**src/rtl/moldudp64_pkg.sv**
```systemverilog
// Shared types and default widths for the MoldUDP64 miss re-request path.
package moldudp64_pkg;

    localparam int unsigned DEF_SEQ_NUM_W = 64;
    localparam int unsigned DEF_SID_W     = 80;
    localparam int unsigned DEF_ML_W      = 16;

    // One missed sequence-number range as queued between detector and requester.
    typedef struct packed {
        logic [DEF_SID_W-1:0]     sid;
        logic [DEF_SEQ_NUM_W-1:0] start;
        logic [DEF_SEQ_NUM_W-1:0] cnt;
    } miss_range_t;

    typedef enum logic {
        StIdle,
        StSend
    } req_state_t;

    // Unsigned add that keeps the carry out in the extra MSB.
    function automatic logic [DEF_SEQ_NUM_W:0] add_carry(
        input logic [DEF_SEQ_NUM_W-1:0] a,
        input logic [DEF_SEQ_NUM_W-1:0] b
    );
        return {1'b0, a} + {1'b0, b};
    endfunction

endpackage

```
**src/rtl/miss_req_gen_fifo.sv**
```systemverilog
// miss_req_fifo: synchronous FIFO of miss ranges with full/empty flags and
// read/modify access to the newest (tail) entry, used when merging ranges.
module miss_req_fifo
    import moldudp64_pkg::*;
#(
    parameter int unsigned DEPTH = 4
) (
    input  logic                     clk,
    input  logic                     nreset,
    input  logic                     push,
    input  miss_range_t              push_data,
    input  logic                     pop,
    output miss_range_t              head,
    output logic                     full,
    output logic                     empty,
    output logic                     last_entry,
    output miss_range_t              tail,
    input  logic                     tail_upd,
    input  logic [DEF_SEQ_NUM_W-1:0] tail_cnt
);

    localparam int unsigned AW = $clog2(DEPTH);

    logic [AW:0]   wr_q, rd_q;
    logic [AW-1:0] wr_idx, rd_idx, tail_idx;
    logic          do_push, do_pop;
    miss_range_t   mem_q [DEPTH];

    assign wr_idx     = wr_q[AW-1:0];
    assign rd_idx     = rd_q[AW-1:0];
    assign tail_idx   = wr_idx - AW'(1);
    assign empty      = (wr_q == rd_q);
    assign full       = (wr_q[AW] != rd_q[AW]) && (wr_idx == rd_idx);
    assign last_entry = ((wr_q - rd_q) == (AW + 1)'(1));
    assign head       = mem_q[rd_idx];
    assign tail       = mem_q[tail_idx];

    // A pop in the same cycle frees the slot, so a push into a full FIFO still lands.
    assign do_push = push && (!full || pop);
    assign do_pop  = pop && !empty;

    // Read/write pointers.
    always_ff @(posedge clk) begin
        if (nreset) begin
            wr_q <= '0;
            rd_q <= '0;
        end else begin
            if (do_push) wr_q <= wr_q + (AW + 1)'(1);
            if (do_pop)  rd_q <= rd_q + (AW + 1)'(1);
        end
    end

    // Storage; push and tail update are never requested together.
    always_ff @(posedge clk) begin
        if (do_push) begin
            mem_q[wr_idx] <= push_data;
        end else if (tail_upd) begin
            mem_q[tail_idx].cnt <= tail_cnt;
        end
    end

endmodule

```
**src/rtl/miss_req_gen.sv**
```systemverilog
// miss_req_gen: queues missed sequence ranges and emits MoldUDP64 re-request
// tuples {session, seq_num, msg_cnt}, splitting ranges wider than MAX_REQ_CNT.
// Optional: define MISS_REQ_MERGE_EN to merge a push contiguous with the tail entry.
module miss_req_gen
    import moldudp64_pkg::*;
#(
    parameter int unsigned SEQ_NUM_W   = DEF_SEQ_NUM_W,
    parameter int unsigned SID_W       = DEF_SID_W,
    parameter int unsigned ML_W        = DEF_ML_W,
    parameter int unsigned FIFO_DEPTH  = 4,
    parameter int unsigned MAX_REQ_CNT = 16'hFFFF
) (
    input  logic                 clk,
    input  logic                 nreset,
    input  logic                 miss_v_i,
    input  logic [SID_W-1:0]     miss_sid_i,
    input  logic [SEQ_NUM_W-1:0] miss_start_i,
    input  logic [SEQ_NUM_W-1:0] miss_cnt_i,
    output logic                 req_v_o,
    input  logic                 req_ready_i,
    output logic [SID_W-1:0]     req_sid_o,
    output logic [SEQ_NUM_W-1:0] req_seq_num_o,
    output logic [ML_W-1:0]      req_msg_cnt_o,
    output logic                 busy_o,
    output logic                 ovf_o
);

    localparam logic [SEQ_NUM_W-1:0] MAX_EXT = SEQ_NUM_W'(MAX_REQ_CNT);

    req_state_t           state_q, state_d;
    logic [SID_W-1:0]     cur_sid_q, cur_sid_d;
    logic [SEQ_NUM_W-1:0] cur_seq_q, cur_seq_d;
    logic [SEQ_NUM_W-1:0] rem_q, rem_d;
    logic                 ovf_q, ovf_d;

    miss_range_t          head, tail, push_data;
    logic                 full, empty, last_entry;
    logic                 pop, push_req, fifo_push, merge;
    logic [SEQ_NUM_W-1:0] merge_cnt;
    logic [SEQ_NUM_W-1:0] chunk;
    logic                 hs, last_chunk;

    assign push_data = '{sid: miss_sid_i, start: miss_start_i, cnt: miss_cnt_i};
    assign push_req  = miss_v_i && (miss_cnt_i != '0);

`ifdef MISS_REQ_MERGE_EN
    logic [SEQ_NUM_W:0] sum_ext;
    assign sum_ext   = add_carry(tail.cnt, miss_cnt_i);
    assign merge_cnt = sum_ext[SEQ_NUM_W-1:0];
    // Skip merging into an entry leaving this cycle, or when the count would wrap.
    assign merge = push_req && !empty && (tail.sid == miss_sid_i)
                && (miss_start_i == tail.start + tail.cnt)
                && !(pop && last_entry) && !sum_ext[SEQ_NUM_W];
`else
    logic unused_tail;
    assign unused_tail = ^{tail, last_entry};
    assign merge_cnt   = '0;
    assign merge       = 1'b0;
`endif

    assign fifo_push = push_req && !merge;

    miss_req_fifo #(
        .DEPTH(FIFO_DEPTH)
    ) u_fifo (
        .clk       (clk),
        .nreset    (nreset),
        .push      (fifo_push),
        .push_data (push_data),
        .pop       (pop),
        .head      (head),
        .full      (full),
        .empty     (empty),
        .last_entry(last_entry),
        .tail      (tail),
        .tail_upd  (merge),
        .tail_cnt  (merge_cnt)
    );

    // Chunk splitter: current request size and handshake decode.
    always_comb begin
        chunk      = (rem_q > MAX_EXT) ? MAX_EXT : rem_q;
        hs         = (state_q == StSend) && req_ready_i;
        last_chunk = hs && (rem_q <= MAX_EXT);
    end

    // Next-state: load from FIFO head when idle or when a range finishes (no bubble).
    always_comb begin
        state_d   = state_q;
        cur_sid_d = cur_sid_q;
        cur_seq_d = cur_seq_q;
        rem_d     = rem_q;
        pop       = 1'b0;
        unique case (state_q)
            StIdle: begin
                if (!empty) begin
                    pop       = 1'b1;
                    cur_sid_d = head.sid;
                    cur_seq_d = head.start;
                    rem_d     = head.cnt;
                    state_d   = StSend;
                end
            end
            StSend: begin
                if (hs) begin
                    cur_seq_d = cur_seq_q + chunk;
                    rem_d     = rem_q - chunk;
                    if (last_chunk) begin
                        if (!empty) begin
                            pop       = 1'b1;
                            cur_sid_d = head.sid;
                            cur_seq_d = head.start;
                            rem_d     = head.cnt;
                        end else begin
                            state_d = StIdle;
                        end
                    end
                end
            end
            default: state_d = StIdle;
        endcase
    end

    // Sticky overflow: a range neither merged nor stored because the FIFO stayed full.
    always_comb begin
        ovf_d = ovf_q || (fifo_push && full && !pop);
    end

    // State and request registers.
    always_ff @(posedge clk) begin
        if (nreset) begin
            state_q   <= StIdle;
            cur_sid_q <= '0;
            cur_seq_q <= '0;
            rem_q     <= '0;
            ovf_q     <= 1'b0;
        end else begin
            state_q   <= state_d;
            cur_sid_q <= cur_sid_d;
            cur_seq_q <= cur_seq_d;
            rem_q     <= rem_d;
            ovf_q     <= ovf_d;
        end
    end

    assign req_v_o       = (state_q == StSend);
    assign req_sid_o     = cur_sid_q;
    assign req_seq_num_o = cur_seq_q;
    assign req_msg_cnt_o = chunk[ML_W-1:0];
    assign busy_o        = !empty || (state_q == StSend);
    assign ovf_o         = ovf_q;

endmodule

```
**config.mk**
```make
export PLATFORM = sky130hd
export DESIGN_NAME = miss_req_gen
export DESIGN_NICKNAME = d
export VERILOG_FILES = /design/src/rtl/moldudp64_pkg.sv /design/src/rtl/miss_req_gen_fifo.sv /design/src/rtl/miss_req_gen.sv
export SDC_FILE = /design/constraint.sdc
export NUM_CORES = 1
export LEC_CHECK = 0
export ABC_AREA = 1
export CORE_AREA = 2 2 298 300
export DETAILED_ROUTE_END_ITERATION = 10
export DIE_AREA = 0 0 300 302
export PLACE_DENSITY = 0.74
export SLEW_MARGIN = 15
export SYNTH_ARGS = -nofsm -noshare
export SYNTH_HDL_FRONTEND = slang
export SYNTH_SLANG_ARGS = --single-unit
```
**constraint.sdc**
```tcl
create_clock -name clk -period 11.3 [get_ports clk]
set_input_delay 2.26 -clock clk [delete_from_list [all_inputs] [get_ports clk]]
set_output_delay 2.26 -clock clk [all_outputs]
set_load 0.01 [all_outputs]
```
== After elaboration in Yosys (flattened, before gate mapping) ==
Memory sizes are Yosys's and may differ from the RTL's. A register that Yosys moved wholly into a read port is not among the register bits.
Index checks and enable logic that the tools add are counted.
W data, S select, Z words.

* Memory bits (read-only): 0
* Input bits: 212
* Bits in latches: 0
* Memories: 1
* Logic and storage cells: 64
* Flip-flop bits (word level): 216
* Bits in writable memories: 832
* Output and inout bits: 163

* Equality and inequality tests: 6
* Divide/modulo/power cells: 0
* Reductions and logical operators: 17
* Mux-type cells: 26
* Magnitude comparators: 2
* $add $sub $neg: 4
* Bitwise logic cells: 1
* Multiply operators: 0
* Shift-type cells: 0

{| class="wikitable"
|+ Memories
! memory !! words !! width !! read ports !! clocked after Yosys merged registers in !! wr ports !! line !! text
|-
| u_fifo.mem_q || 4 || 208 || 1 || 1 || 1 || miss_req_gen_fifo.sv:27 || <nowiki>miss_range_t mem_q [DEPTH];</nowiki>
|}

{| class="wikitable"
|+ Operator list
! kind !! count
|-
| $mux W64 || 9
|-
| $pmux W64 S2 || 2
|-
| $mux W80 || 3
|-
| $pmux W80 S2 || 1
|-
| $add A64 B64 Y64 || 1
|-
| $gt A64 B16 Y1 const B || 1
|-
| $le A64 B16 Y1 const B || 1
|-
| $reduce_bool A64 Y1 || 1
|-
| $sub A64 B64 Y64 || 1
|-
| $logic_and A1 B1 Y1 || 8
|-
| $mux W1 || 7
|-
| $add A3 B1 Y3 const B || 2
|-
| $mux W2 || 2
|-
| $ne A2 B1 Y1 const B || 2
|-
| $pmux W1 S2 || 2
|-
| $reduce_and A2 Y1 || 2
|-
| $eq A3 B3 Y1 || 1
|-
| $logic_not A1 Y1 || 3
|-
| $logic_or A1 B1 Y1 || 3
|-
| $eq A2 B2 Y1 || 1
|-
| $ne A2 B2 Y1 const B || 1
|-
| $ne A1 B1 Y1 || 1
|-
| $not A1 Y1 || 1
|}

== Depth between registers and ports, before layout ==
Gate-level depths: netlist of the first run.

* Depth after elaboration: 9
* Gate-level depth with buffers: 26
* Gate-level depth less buffers: 25

== By module ==
A second synthesis of the first run with hierarchy kept.

* Cell total of the unflattened synthesis: 6478
* Area total of the unflattened synthesis: 54418.4 sq um

{| class="wikitable"
|+ Modules (own cells, without submodules)
! module !! seq. area each (sq um) !! area each (sq um) !! cells each !! times used
|-
| miss_req_fifo || 25144.1 || 38533.2 || 3782 || 1
|-
| miss_req_gen || 4204.0 || 15885.2 || 2696 || 1
|}

== Least setup slack after synthesis of the first run ==
Ideal clock, no wire load.

* Kind: input port to flip-flop
* Start: input req_ready_i
* End: memory u_fifo.mem_q[3][0] (netlist bit) (enable)
* Slack: -1.009 ns
* Stages on the path: 6
* Data required time: 10.518 ns
* Setup time: 0.782 ns
* Path buffers: 0
* Data arrival time: 11.527 ns
* Cells stage by stage: nand2_1 > o21ai_1 > nand2_1 > nand2_1 > nand2_1 > nor2_1

* Word-level cells in the longest chain between the ends: 9

{| class="wikitable"
|+ Ends and longest elaborated chain
! element !! line !! text
|-
| start: declaration || miss_req_gen.sv:20 || <nowiki>input logic req_ready_i,</nowiki>
|-
| $logic_and A1 B1 Y1 (*) || miss_req_gen.sv:83 || <nowiki>hs = (state_q == StSend) && req_ready_i;</nowiki>
|-
| $logic_and A1 B1 Y1 || miss_req_gen.sv:84 || <nowiki>last_chunk = hs && (rem_q <= MAX_EXT);</nowiki>
|-
| $mux W1 || miss_req_gen.sv:108 || <nowiki>if (last_chunk) begin</nowiki>
|-
| $mux W1 (*) || miss_req_gen.sv:105 || <nowiki>if (hs) begin</nowiki>
|-
| $pmux W1 S2 (*) || miss_req_gen.sv:94 || <nowiki>unique case (state_q)</nowiki>
|-
| $logic_or A1 B1 Y1 (*) || miss_req_gen_fifo.sv:39 || <nowiki>assign do_push = push && (!full || pop);</nowiki>
|-
| $logic_and A1 B1 Y1 (*) || miss_req_gen_fifo.sv:39 ||
|-
| $mux W1 (*) || miss_req_gen_fifo.sv:55 || <nowiki>if (do_push) begin</nowiki>
|-
| $mux W1 (not written as such) (*) || miss_req_gen_fifo.sv:56 || <nowiki>mem_q[wr_idx] <= push_data;</nowiki>
|-
| end: declaration || miss_req_gen_fifo.sv:27 ||
|}

Every way passes the cells marked *; elsewhere a longest branch is shown, timed or not.

== Worst setup path in the final report of the first run ==
* Start: input miss_cnt_i[13]
* End: memory u_fifo.mem_q[1][23] (netlist bit) (enable)

* Word-level cells in the longest chain between the ends: 5

{| class="wikitable"
|+ Ends and longest elaborated chain
! element !! line !! text
|-
| start: declaration || miss_req_gen.sv:18 || <nowiki>input logic [SEQ_NUM_W-1:0] miss_cnt_i,</nowiki>
|-
| $reduce_bool A64 Y1 || miss_req_gen.sv:44 || <nowiki>assign push_req = miss_v_i && (miss_cnt_i != '0);</nowiki>
|-
| $logic_and A1 B1 Y1 || miss_req_gen.sv:44 ||
|-
| $logic_and A1 B1 Y1 || miss_req_gen_fifo.sv:39 ||
|-
| $mux W1 || miss_req_gen_fifo.sv:55 ||
|-
| $mux W1 (not written as such) || miss_req_gen_fifo.sv:56 ||
|}

Every way passes these cells.

==> impl_metrics.json, run 1 <==
{
  "hpwl_microns": 85200,
  "placed_cell_area_sq_um": 50900,
  "place_congestion": 1.06,
  "total_power_mw": 14.3,
  "synth_flop_cell": "edfxtp_1",
  "cts_setup_buffers": 0,
  "vias": 35168,
  "grt_overflow": 0,
  "io_pins": 375,
  "dieArea_sq_um": 90600,
  "period_minus_slack_ns": 6.83,
  "timing.rr.start": "rem_q[20]$_SDFFE_PP0P_",
  "die_width_microns": 300,
  "fp.dieH_microns": 302,
  "rsz0062_at_grt": "no",
  "antenna_found_initial": 26,
  "drt-pass1-iter-count": 7,
  "status": "finished clean",
  "relSlewSlack_pct": 20.2,
  "worstSetupEndpointType": "flip-flop",
  "crit_arrival_ns": 7.12,
  "nets": 5158,
  "period_share_pct": 60.5,
  "clkTransAtPathRegs_ns": 0.06,
  "hold_end": "rem_q[7]$_SDFFE_PP0P_",
  "drive_gt1_share_pct": 4.87,
  "drtAntennaViolNets": 0,
  "cp.required_ns": 11.59,
  "cts-hold-fix-buffers": 0,
  "yosys_warnings": 0,
  "holdWs_ns": 0.464,
  "hold_path.class": "flip-flop to flip-flop",
  "wl_per_cell_microns": 21.4,
  "min_path_cells": 2,
  "fin_area_sq_um": 54200,
  "syn_area_sq_um": 46100,
  "hold_viol": 0,
  "cts_tree": "done",
  "total_leakage_power_nw": 19.1,
  "fmax_mhz": 146,
  "start_util_pct": 52.7,
  "peakVddDrop_mv": 0.193,
  "port_buffers": 374,
  "grtUsageTotal_pct": 28.2,
  "cts_resized": 0,
  "clockBufferDepth": 3,
  "drc": 0,
  "core_area_sq_um": 87600,
  "cts.sink_count": 1050,
  "synth_top_cell_by_area": "edfxtp_1",
  "rows": 109,
  "yosysSeqAreaShare_pct": 63.6,
  "setup_tns_ns": 0,
  "synth_seq_cells": 1050,
  "critPathKind": "input pin to flip-flop",
  "fin_skew_ns": 0.0369,
  "routed_wl_microns": 131000,
  "slew_viol_final": 0,
  "cap_viol_max_count": 0,
  "synth_top_area_share_pct": 54.2,
  "powerDensity_nw_per_um2": 264,
  "htreeDepth": 3,
  "tightest_slew_ns": 1.19,
  "ys_types": 51,
  "grt_max_degree": 193,
  "reg2reg_to": "u_fifo.mem_q[1][23]$_DFFE_PP_",
  "synth.avg_cell_area_sq_um": 10.1,
  "grt_pass1_vias": 33098,
  "root_buffer": "clkbuf_16",
  "setup_viol": 0,
  "fin_cells": 6140,
  "netlist_instances": 4560,
  "drtIter0Drc": 3374,
  "layout_common_cells": "nor2_1, edfxtp_1, o21ai_0",
  "r2r_cells": 13,
  "synth-async-reset-ratio_pct": 0,
  "synth_edf_count": 832,
  "fill_cells": 7119,
  "dp.cells": 5935,
  "mostFrequentLayoutCell": "nor2_1",
  "cp_max_fo": 67,
  "hp-start": "rem_q[7]$_SDFFE_PP0P_",
  "grt_pass1_wl_microns": 195000,
  "synth_area_leaders": "edfxtp_1, dfxtp_1, nor2_1",
  "clock_latency_ns": 0.69,
  "critPathLaunchType": "input pin",
  "syn_to_final_growth_pct": 17.6,
  "cts_buffers": 104,
  "ff2ff_setup_slack_ns": 5.75,
  "via_per_inst": 5.73
}
==> cell families (layout without fill, tap and decap cells) <==
| family | after synthesis | in the layout | share of synthesized area (%) |
|---|---|---|---|
| AO/OA/AOI/OAI | 1229 | 1229 | 14.7 |
| buffers and inverters | 500 | 862 | 4.20 |
| flip-flops | 1050 | 1050 | 63.6 |
| AND/OR/NAND/NOR | 1664 | 1664 | 14.7 |
| XOR/XNOR | 46 | 46 | 0.874 |
| other | 1 | 54 | 0.00813 |
| adder cells (fa/ha/maj) | 70 | 70 | 1.92 |
==> sequential cells by signal, summed over array words and instances (netlist names), named ones only <==
signal,count
ovf_o,1
u_fifo.wr_q,3
req_seq_num_o,64
req_v_o,1
req_sid_o,80
u_fifo.mem_q,832
u_fifo.rd_q,3
rem_q,64
==> layer usage <==
metal	vias up	wire length, microns	GRT usage, %
met5	-	209	0
met4	36	4220	10.1
met3	245	10500	5.69
met2	1315	62600	46.2
met1	16840	53800	37.3
li1	16732	-	-
==> Yosys cell counts, drive strengths merged, types with 14 or more instances <==
master / count
nor2: 939
edfxtp: 832
o21ai: 670
nand2: 485
a21oi: 269
inv: 263
dfxtp: 218
clkbuf: 193
nand3: 141
a31oi: 102
o22ai: 70
ha: 69
o221ai: 56
buf: 44
xor2: 34
nor3: 30
nand4: 27
nor4: 27
o211ai: 14
==> worst max-delay path: stages <==
cell and delay, ns:
clkdlybuf4s50_1 0.57, nor4_1 0.20, nand4_1 0.27, nor4_1 0.10, nor2_1 0.41, nand2_1 0.44, nor2_4 0.87, buf_4 0.90
buf_4 0.92
==> worst max path at each step <==
stage / end / startpoint / slack [ns]
final: u_fifo.mem_q[1][23]$_DFFE_PP_ / miss_cnt_i[13] / 4.47
after global routing: u_fifo.mem_q[1][164]$_DFFE_PP_ / miss_cnt_i[12] / 4.27
after CTS: u_fifo.mem_q[1][22]$_DFFE_PP_ / miss_cnt_i[13] / 4.34
after detailed placement: u_fifo.mem_q[1][115]$_DFFE_PP_ / miss_cnt_i[13] / 3.65
after global placement: u_fifo.mem_q[1][23]$_DFFE_PP_ / miss_cnt_i[13] / 3.69
after floorplan: u_fifo.mem_q[0][0]$_DFFE_PP_ / req_ready_i / -1.0
==> final cells by class <==
type / instances / area [sq um] / share of cell area (%)
flip-flops and latches: 1050 / 29400 / 54.1
diodes: 7 / 17.5 / 0.0323
clock buffers: 141 / 2890 / 5.33
repair buffers: 401 / 4010 / 7.39
clock inverters: 57 / 450 / 0.830
multi-input cells: 3056 / 15100 / 27.8
inverters: 263 / 1010 / 1.86
well taps: 1165 / 1460 / 2.69
==> where the power goes <==
group / total [mW] / internal [mW] / switching, mW
Combinational: 5.77 / 1.93 / 3.84
Sequential: 5.19 / 4.70 / 0.490
Clock: 3.34 / 1.88 / 1.46
==> stage by stage <==
| step | util [%] | setup WS, ns |
|---|---|---|
| 4_1_cts | 61.9 | 4.34 |
| 3_3_place_gp | 58.1 | 3.69 |
| 5_1_grt | 62.0 | 4.27 |
| 2_1_floorplan | - | -0.996 |
| 3_5_place_dp | 58.1 | 3.65 |
| 6_report | 62.0 | 4.47 |
Note: power is estimated with default switching activity, not from simulation.
==> run 2: changes to the inputs <==
==> constraint.sdc (replaced) <==
create_clock -name clk -period 6.1 [get_ports clk]
set_input_delay 1.22 -clock clk [delete_from_list [all_inputs] [get_ports clk]]
set_output_delay 1.22 -clock clk [all_outputs]
set_load 0.01 [all_outputs]
==> impl_metrics.json, run 2 (synthesis results as in run 1) <==
{
  "status": "finished clean",
  "port_buffers": 374,
  "grt_max_degree": 181,
  "hold_path.class": "flip-flop to flip-flop",
  "cts_buffers": 105,
  "relSlewSlack_pct": 29.2,
  "nets": 5169,
  "drt-pass1-iter-count": 9,
  "fin_ws_ns": 1.43,
  "grt_overflow": 0,
  "grt_pass1_wl_microns": 198000,
  "fin_cells": 6151,
  "grt_pass1_vias": 33422,
  "cts_tree": "done",
  "die_width_microns": 300,
  "drtIter0Drc": 3333,
  "pwr-share-seq_pct": 35.2,
  "drc": 0,
  "fin_skew_ns": 0.0454,
  "hpwl_microns": 86500,
  "cp_max_fo": 36,
  "layout_common_cells": "nor2_1, edfxtp_1, o21ai_0",
  "cts.sink_count": 1050,
  "worstSetupEndpointType": "flip-flop",
  "fill_cells": 7031,
  "syn_to_final_growth_pct": 18.3,
  "p_sw_share_pct": 40.2,
  "multi_input_area_sq_um": 15100,
  "hold_viol": 0,
  "fmax_mhz": 214,
  "critPathLaunchType": "flip-flop",
  "rsz0062_at_grt": "no",
  "clockBufferDepth": 3,
  "drtAntennaViolNets": 0,
  "dieArea_sq_um": 90600,
  "htreeDepth": 3,
  "p_comb_share_pct": 40.6,
  "register_area_sq_um": 29400,
  "slew_viol_final": 0,
  "place_congestion": 0.998,
  "powerDensity_nw_per_um2": 494,
  "cap_viol_max_count": 0,
  "period_share_pct": 76.5,
  "total_leakage_power_nw": 19.3,
  "via_per_inst": 5.75,
  "antenna_found_initial": 25,
  "io_pins": 375,
  "wl_per_cell_microns": 21.6,
  "cts-hold-fix-buffers": 0,
  "largest-register": "u_fifo.mem_q",
  "critPathKind": "flip-flop to flip-flop",
  "root_buffer": "clkbuf_16",
  "grtUsageTotal_pct": 28.6,
  "clkTransAtPathRegs_ns": 0.07,
  "crit_arrival_ns": 5.21,
  "start_util_pct": 52.7,
  "peakVddDrop_mv": 0.531,
  "internal_power_mw": 16.1,
  "pwr-share-clk_pct": 24.2,
  "dpl_worst_slack_ns": 1.08,
  "drive_gt1_share_pct": 4.96,
  "fp.dieH_microns": 302,
  "setup_tns_ns": 0,
  "switchingPower_mw": 10.8,
  "cp.required_ns": 6.64,
  "cts_setup_buffers": 0,
  "largest_reg_flops": 832,
  "rows": 109,
  "finish.utilization_pct": 62.3,
  "mostFrequentLayoutCell": "nor2_1",
  "period_minus_slack_ns": 4.67,
  "vias": 35378,
  "dp.cells": 5945,
  "clock_latency_ns": 0.69,
  "tightest_slew_ns": 1.06,
  "core_area_sq_um": 87600,
  "cts_resized": 0,
  "routed_wl_microns": 133000,
  "setup_viol": 0
}
run 2: cell types whose count changed in the layout (fill, tap and decap cells not counted), sizes merged:
cell      before  now
clkinv        41   31
inv          266  265
clkbuf       141  151
clkinvlp      10    5
bufinv         3   10
buf           28   38
run 2: layout make-up:
type,count,area share (%)
Inverter,263,1.85
Sequential cell,1050,53.8
Antenna cell,7,0.0321
Clock inverter,48,1.02
Tap cell,1165,2.67
Multi-Input combinational cell,3056,27.6
Timing Repair Buffer,411,7.62
Clock buffer,151,5.43
run 2: power by group through the flow:
stage | sequential (mW) | clock [mW] | combinational [mW]
floorplan | 9.56 | 0 | 6.73
global placement | 9.60 | 0 | 10.5
detailed placement | 9.62 | 0 | 10.6
CTS | 9.49 | 6.60 | 10.7
global route | 9.60 | 6.88 | 12.1
finish | 9.50 | 6.52 | 10.9
run 2: metrics by stage:
step | instance area [sq um] | total power, mW | hold slack (ns)
after global placement | 51000 | 20.1 | 0.452
after floorplan | 46300 | 16.3 | 0.442
after global routing | 54600 | 28.5 | 0.483
final | 54600 | 27.0 | 0.463
after detailed placement | 51000 | 20.2 | 0.455
after CTS | 54600 | 26.8 | 0.464
run 2: final timing paths:
path | to | slack (ns) | cells past startpoint | from
max | req_seq_num_o[46]$_SDFFE_PP0P_ | 1.43 | 20 | rem_q[21]$_SDFFE_PP0P_
min | rem_q[13]$_SDFFE_PP0P_ | 0.46 | 2 | rem_q[13]$_SDFFE_PP0P_
max reg2reg | req_seq_num_o[46]$_SDFFE_PP0P_ | 1.43 | 20 | rem_q[21]$_SDFFE_PP0P_
min reg2reg | rem_q[13]$_SDFFE_PP0P_ | 0.46 | 2 | rem_q[13]$_SDFFE_PP0P_
run 2: critical path, cell delays in order (launching register included):
cell	delay (ns)
dfxtp_1	0.34
nor2_1	0.20
nand2_1	0.14
nor2_1	0.17
nand2_1	0.09
nor2_2	0.14
nand2_4	0.25
inv_2	0.37
nand2_1	0.15
ha_1	0.39
nand2_1	0.07
o21ai_1	0.44
a21oi_1	0.21
o21ai_0	0.48
a21oi_1	0.21
o21bai_1	0.36
nand2_1	0.15
nand3_1	0.10
nand3_1	0.08
nand2_1	0.10
a21oi_1	0.06
run 2: routing by layer:
layer	vias to the layer above	GRT usage (%)	wire length [microns]
met4	38	8.19	3540
met1	16993	38.2	55000
li1	16785	-	-
met3	226	6.53	11100
met5	-	0	256
met2	1336	47.1	63100
